$ cat src/rtl/mat_add_2x2.sv
// Sequential 2x2 signed matrix adder C = A + B using one shared adder, row-major.
// Build option: define MATADD_SAT_EN to saturate each sum instead of wrapping.
module mat_add_2x2 #(
  parameter int BIT_PREC = 8
) (
  input  logic                               clk,
  input  logic                               rstn,
  input  logic                               start,
  input  logic [1:0][1:0][BIT_PREC-1:0]      A,
  input  logic [1:0][1:0][BIT_PREC-1:0]      B,
  output logic [1:0][1:0][BIT_PREC-1:0]      C,
  output logic                               valid,
  output logic                               busy,
  output logic [1:0]                         state_dbg
);

  // Handshake: start is sampled only in IDLE (ignored otherwise, never queued);
  // valid pulses for one cycle when C carries a new result; busy = state != IDLE.
  typedef enum logic [1:0] {
    IDLE = 2'd0,
    ADD  = 2'd1,
    DONE = 2'd2
  } state_t;

  state_t state, state_nxt;

  // Flattened row-major operand copies: element i = (i[1], i[0]).
  logic [3:0][BIT_PREC-1:0] aq, bq, sq;
  logic [1:0]               idx;
  logic [BIT_PREC-1:0]      res;

`ifdef MATADD_SAT_EN
  logic [BIT_PREC:0] wide;
  always_comb begin
    wide = {aq[idx][BIT_PREC-1], aq[idx]} + {bq[idx][BIT_PREC-1], bq[idx]};
    res  = wide[BIT_PREC-1:0];
    // Sign bits disagree only on overflow; clamp toward the true sign.
    if (wide[BIT_PREC] != wide[BIT_PREC-1])
      res = wide[BIT_PREC] ? {1'b1, {(BIT_PREC-1){1'b0}}} : {1'b0, {(BIT_PREC-1){1'b1}}};
  end
`else
  always_comb begin
    res = aq[idx] + bq[idx];
  end
`endif

  always_ff @(posedge clk or negedge rstn) begin
    if (!rstn) state <= IDLE;
    else       state <= state_nxt;
  end

  always_comb begin
    state_nxt = state;
    case (state)
      IDLE:    if (start) state_nxt = ADD;
      ADD:     if (idx == 2'd3) state_nxt = DONE;
      DONE:    state_nxt = IDLE;
      default: state_nxt = IDLE;
    endcase
  end

  always_ff @(posedge clk or negedge rstn) begin
    if (!rstn) begin
      aq    <= '0;
      bq    <= '0;
      sq    <= '0;
      idx   <= '0;
      C     <= '0;
      valid <= 1'b0;
    end else begin
      valid <= 1'b0;
      case (state)
        IDLE: begin
          if (start) begin
            aq  <= A;
            bq  <= B;
            idx <= 2'd0;
          end
        end
        ADD: begin
          sq[idx] <= res;
          idx     <= idx + 2'd1;
          if (idx == 2'd3) begin
            C     <= {res, sq[2], sq[1], sq[0]};
            valid <= 1'b1;
          end
        end
        default: ;
      endcase
    end
  end

  assign busy      = (state != IDLE);
  assign state_dbg = state;

endmodule

$ cat config.mk
export PLATFORM = sky130hd
export DESIGN_NAME = mat_add_2x2
export DESIGN_NICKNAME = d
export VERILOG_FILES = /design/src/rtl/mat_add_2x2.sv
export SDC_FILE = /design/constraint.sdc
export NUM_CORES = 1
export LEC_CHECK = 0
export ABC_AREA = 1
export CORE_MARGIN = 2
export CORE_UTILIZATION = 32
export DETAILED_ROUTE_END_ITERATION = 10
export SYNTH_ARGS = -nofsm -noshare
export SYNTH_HDL_FRONTEND = slang
export SYNTH_SLANG_ARGS = --single-unit
$ cat constraint.sdc
create_clock -name clk -period 2.75 [get_ports clk]
set_clock_uncertainty 0.15 [all_clocks]
set_input_delay 0.275 -clock clk [delete_from_list [all_inputs] [get_ports clk]]
set_output_delay 0.275 -clock clk [all_outputs]
set_load 0.01 [all_outputs]
# Yosys cells after proc, flatten, opt, wreduce, memory -nomap -nowiden
# Cells that the tools add are included.
# W data, S select, Z words.
op_classes:
  n_lt_le_gt_ge: 2
  n_mul: 0
  reduce_logical: 8
  shifts: 0
  muxes: 14
  n_addsub: 2
  bitwise: 0
  div_mod_pow: 0
  n_eq_ne: 4
op_table:
  columns: ["op", "n"]
  rows:
  - ["$bmux W8 S2", 2]
  - ["$bwmux W32", 1]
  - ["$mux W8", 3]
  - ["$demux W8 S2", 1]
  - ["$add A8 B8 Y8", 1]
  - ["$pmux W2 S2", 2]
  - ["$reduce_and A2 Y1", 4]
  - ["$mux W2", 3]
  - ["$ne A2 B2 Y1 const B", 2]
  - ["$reduce_bool A2 Y1", 2]
  - ["$lt A2 B3 Y1 const B", 1]
  - ["$add A2 B1 Y2 const B", 1]
  - ["$eq A2 B1 Y1 const B", 1]
  - ["$eq A2 B2 Y1 const B", 1]
  - ["$ge A2 B1 Y1 const B", 1]
  - ["$logic_not A2 Y1", 1]
  - ["$mux W1", 2]
  - ["$logic_and A1 B1 Y1", 1]
word_totals:
  mem_bits_rw: 0
  word_cells: 49
  latchBits: 0
  register_bits: 133
  mem_count: 0
  romBits: 0
  in_bits: 67

# Logic depth before layout (Yosys ltp)
depth:
  ltp_word: 5
  mapped_depth: 15

# Worst setup path before layout
# OpenSTA, ideal clock, no wires.
synth_path:
  path_type: "register -> register"
  from: "reg idx[0]"
  to: "reg sq[6] in the netlist's numbering"
  path_stages_with_launch: 14
  arrival_ps: 2094
  required_time_ps: 2474
  period_less_slack_ps: 2371
  n_path_buf: 1
  path_slack_ps: 379
  path_cell_list: "dfrtp_1 inv_2 clkbuf_1 nor2_1 o22ai_1 ha_1 inv_1 fa_1 o21ai_2 nand2_1 nand2_1 nand2_1 nand3_1 o21ai_0"
synth_via:
  elab_chain_cells: 5
  elab_cells_between_ends: 11
synth_rtl:
  columns: ["element", "line", "rtl"]
  rows:
  - ["start, declared", "29", "logic [1:0] idx;"]
  - ["start signal, assigned", "82", "idx <= idx + 2'd1;"]
  - ["branches (longest 4 deep; another with $add A8 B8 Y8)", null, null]
  - ["$bwmux W32 (*)", "81", "sq[idx] <= res;"]
  - ["end signal, assigned by index", "81", null]
  - ["end, declared", "28", "logic [3:0][BIT_PREC-1:0] aq, bq, sq;"]
# Mark *: on every way between the ends. The select of a mux whose other input is x is not followed.
# A chain may end at the register's enable or synchronous reset.

# Final worst setup path
layout_path:
  from: "reg idx[0]"
  to: "reg sq[4] in the netlist's numbering"
# The elaborated chain is that of the path after synthesis.

==> impl.org <==
** Power
- Cell internal power was estimated by the tool at just under 6000 uW.
- Fraction of power consumed by sequential logic :: a little under a third
- In this run, the clock network consumes 22.1% of the power.
- IR analysis of the VDD net gives a maximum drop of 825.5 uV.
- P per Cell Area :: about 1400 nW/um^2
- Per report_power, the combinational group accounts for 46.1% of the total.
- Of the total power, the share spent switching nets is about two fifths.
- The analysis attributes to net switching a power of a little over 4000 uW.
- Leak :: around 0.0037 uW

** STA
- Max Clock Freq :: between 300 and 400 MHz
- Final hold analysis gives a worst-case slack of around 240 ps.
- Setup violations remaining at the end of the flow were counted as 0.
- Tightest slew margin relative to the limit :: a little over three fifths
- Share of the clock period used by the worst path after layout :: roughly 94%
- Final Slew Violations :: 0
- Setup repair after global routing left no endpoint under its margin.
- Number of hold-slack violations in the final timing report :: 0
- Final critical delay including setup and external delays :: approximately 2600 ps
- Aggregate negative setup slack :: 0 ps
- Slew at the pin closest to its max-slew limit :: 563.1 ps

** Global routing
- Pin count of the biggest net entering global routing :: 58
- The number of antenna violations at the first check in global routing was 0.
- The first global-routing pass estimated between 20 and 25 mm of wire.
- In the global route stage, overall resource usage came out at 15.47%.
- Via count of the first global-routing pass :: around 4,300
- Global routing finished with a remaining overflow of 0.

** Placement
- Routability-driven placement finished with a final weighted congestion of around 0.85.
- Port buffering added just over 100 buffers.
- Detailed placement ended at an HPWL of approximately 9.1 mm.

** Critical path
- Register-to-register setup slack :: between 150 and 200 ps
- By startpoint and endpoint, the worst setup path is classified as flip-flop to flip-flop.
- For the worst setup path, the data required time is around 2900 ps.
- Sort of element at the end of the critical path :: flip-flop
- STA puts the critical path data arrival time at between 2000 and 3000 ps.
- The worst setup path is launched from a flip-flop.
- Maximum fanout count along the critical path :: 34

** Route
- Final wirelength :: ~13 mm
- The routed layout has around 4,400 vias.
- DR pass1 iterations :: 7
- Via-to-Cell Ratio :: roughly 4.4
- Number of routed nets with antenna violations :: 0
- DRC violations left :: 0
- Routed length per instance :: 13.27 um
- Drt initial violations :: about 300

** Synthesis
- Yosys printed 0 warnings.
- Synthesized instance count :: around 660
- Yosys cell types :: 29
- Syn Nets :: ~730
- For this run, the register share of the synthesized area comes to between 50% and 60%.
- Post-Synthesis Mean Instance Area :: ~8.5 sq um
- The synthesized design contains approximately 130 register bits.
- Summing every instance area after synthesis gives approximately 5500 sq um.

** Layout
- Final cell utilization of the core :: between 40 and 50%
- # nets final :: 839
- The top cell types in the final layout, fill and taps aside, are 298 x sky130_fd_sc_hd__nand2_1, 125 x sky130_fd_sc_hd__dfrtp_1, 101 x sky130_fd_sc_hd__clkdlybuf4s50_1.
- Layout-stage area growth over the synthesis result :: 33.40%
- The filler cells instantiated in the layout total 1,698.
- The library cell used most frequently in the layout, excluding fill and tap cells, is sky130_fd_sc_hd__nand2_1.
- In the final layout, the share of cells above drive strength 1 is between 7 and 8%.
- Area of combinational cells with multiple inputs :: about 2100 sq um
- Flip-flop and latch area :: approximately 3100 sq um
- 0 antenna diodes ended up in the layout.

** Floorplanning
- IO Count :: roughly 100
- Horiz. Die Dim :: around 140 um
- Core region area :: between 15,000 and 20,000 sq um
- Starting density of the core :: approximately a third
- Overall die height :: around 140 um
- The die covers ~18,000 sq um.
- Std-Cell Rows :: 48

** CTS
- The number of setup buffers added after CTS is 0.
- Total CTS buffers :: 17
- Clock latency of the later-clocked register in the worst-skew pair :: approximately 420 ps
- In this run, post-CTS repair resized a total of 0 instances.
- CTS saw 125 sinks.
- TritonCTS built the clock tree.
- The H-tree generated during clock tree synthesis spans 4 levels.
- Maximum count of clock buffers along a single path :: 2
- After clock tree synthesis, the clock-pin slew on the worst setup and hold paths is about 50 ps.
- In this run the clock root is driven by a sky130_fd_sc_hd__clkbuf_16.

** Run
- Max-cap violation count :: 0

** Min path
- The min-delay analysis places its worst path in the category input pin to asynchronous set/reset pin.

** Outcome
- The run finished with clean final reports.
synth_stat cells (all sizes together):
master / count / area (sq um)
inv: 41 / 153.9
xnor2: 1 / 8.760
nand3: 16 / 85.08
ha: 11 / 137.6
o21ai: 72 / 375.4
xor2: 2 / 17.52
buf: 21 / 138.9
clkbuf: 6 / 22.52
nand4: 1 / 6.260
a21oi: 5 / 25.02
o22ai: 12 / 75.07
nor2: 32 / 140.1
a22o: 1 / 8.760
nand2: 305 / 1175
fa: 1 / 20.02
a32oi: 2 / 17.52
or2: 1 / 8.760
dfrtp: 125 / 3128
registers in the layout, indices dropped and copies added, names as in the netlist:
name       cells
C             32
aq            32
valid          1
state_dbg      2
idx            2
sq            24
bq            32
worst paths after layout:
kind,from,to,cells after the start
setup / recovery,idx[0],sq[4],10
hold / removal,rstn,C[1],2
setup reg to reg,idx[0],sq[4],10
hold reg to reg,C[23],C[23],2
max in group asynchronous,rstn,aq[9],3
min in group clk,B[20],bq[20],3
power by group through the flow:
stage / combinational (uW) / sequential, uW / clock, uW
2_1_floorplan: 3070 / 3180 / 0
3_3_place_gp: 4560 / 3200 / 0
3_5_place_dp: 4630 / 3200 / 0
4_1_cts: 4670 / 3180 / 2260
5_1_grt: 5250 / 3280 / 2350
6_report: 4610 / 3180 / 2220
routing by layer:
metal / part of all wire (%) / track usage (%) / vias up
li1: - / - / 2284
met1: 51 / 22.27 / 2034
met2: 44 / 22.19 / 103
met3: 4.3 / 4.452 / 12
met4: 1.0 / 5.382 / 0
met5: 0 / 0 / -
worst max-delay path: stages (launching register included):
cell and delay, ps:
sky130_fd_sc_hd__dfrtp_1 360, sky130_fd_sc_hd__buf_4 320, sky130_fd_sc_hd__o21ai_0 140, sky130_fd_sc_hd__o22ai_1 190, sky130_fd_sc_hd__ha_1 200, sky130_fd_sc_hd__inv_1 50, sky130_fd_sc_hd__fa_1 410, sky130_fd_sc_hd__o21ai_2 190
sky130_fd_sc_hd__xor2_1 300, sky130_fd_sc_hd__nand2_1 100, sky130_fd_sc_hd__o21ai_0 90
cell families after synthesis:
group                      after synthesis  share of synthesized area [%]
and+or+nand+nor                        355                          25.52
DFF                                    125                          56.42
AOI/OAI and AO/OA                       92                          9.050
buffers and inverters                   68                          5.687
adders and majority gates               12                          2.844
xor gates and xnor gates                 3                         0.4740
through the flow:
stage,total power (uW),cells,setup slack (ps),instance area [sq um]
4_1_cts,10110,997,138.8,7396
3_5_place_dp,7829,965,172.2,6798
5_1_grt,10880,997,17.07,7396
6_report,10010,997,157.3,7396
3_3_place_gp,7757,965,241.6,6798
2_1_floorplan,6245,655,379.3,5544
area by class of cell:
| cell class | instances | area share [%] |
|---|---|---|
| flip-flops and latches | 125 | 42.29 |
| multi-input cells | 462 | 28.44 |
| repair buffers | 113 | 15.43 |
| clock buffers | 25 | 6.835 |
| well taps | 225 | 3.806 |
| inverters | 41 | 2.081 |
| clock inverters | 6 | 1.117 |
repair_timing:
action | CTS | global route
endpoints found under the setup margin | 0 | 0
endpoints found under the hold margin | 40 | 0
hold buffers | 1 | 0
(Power assumes the default switching activity.)
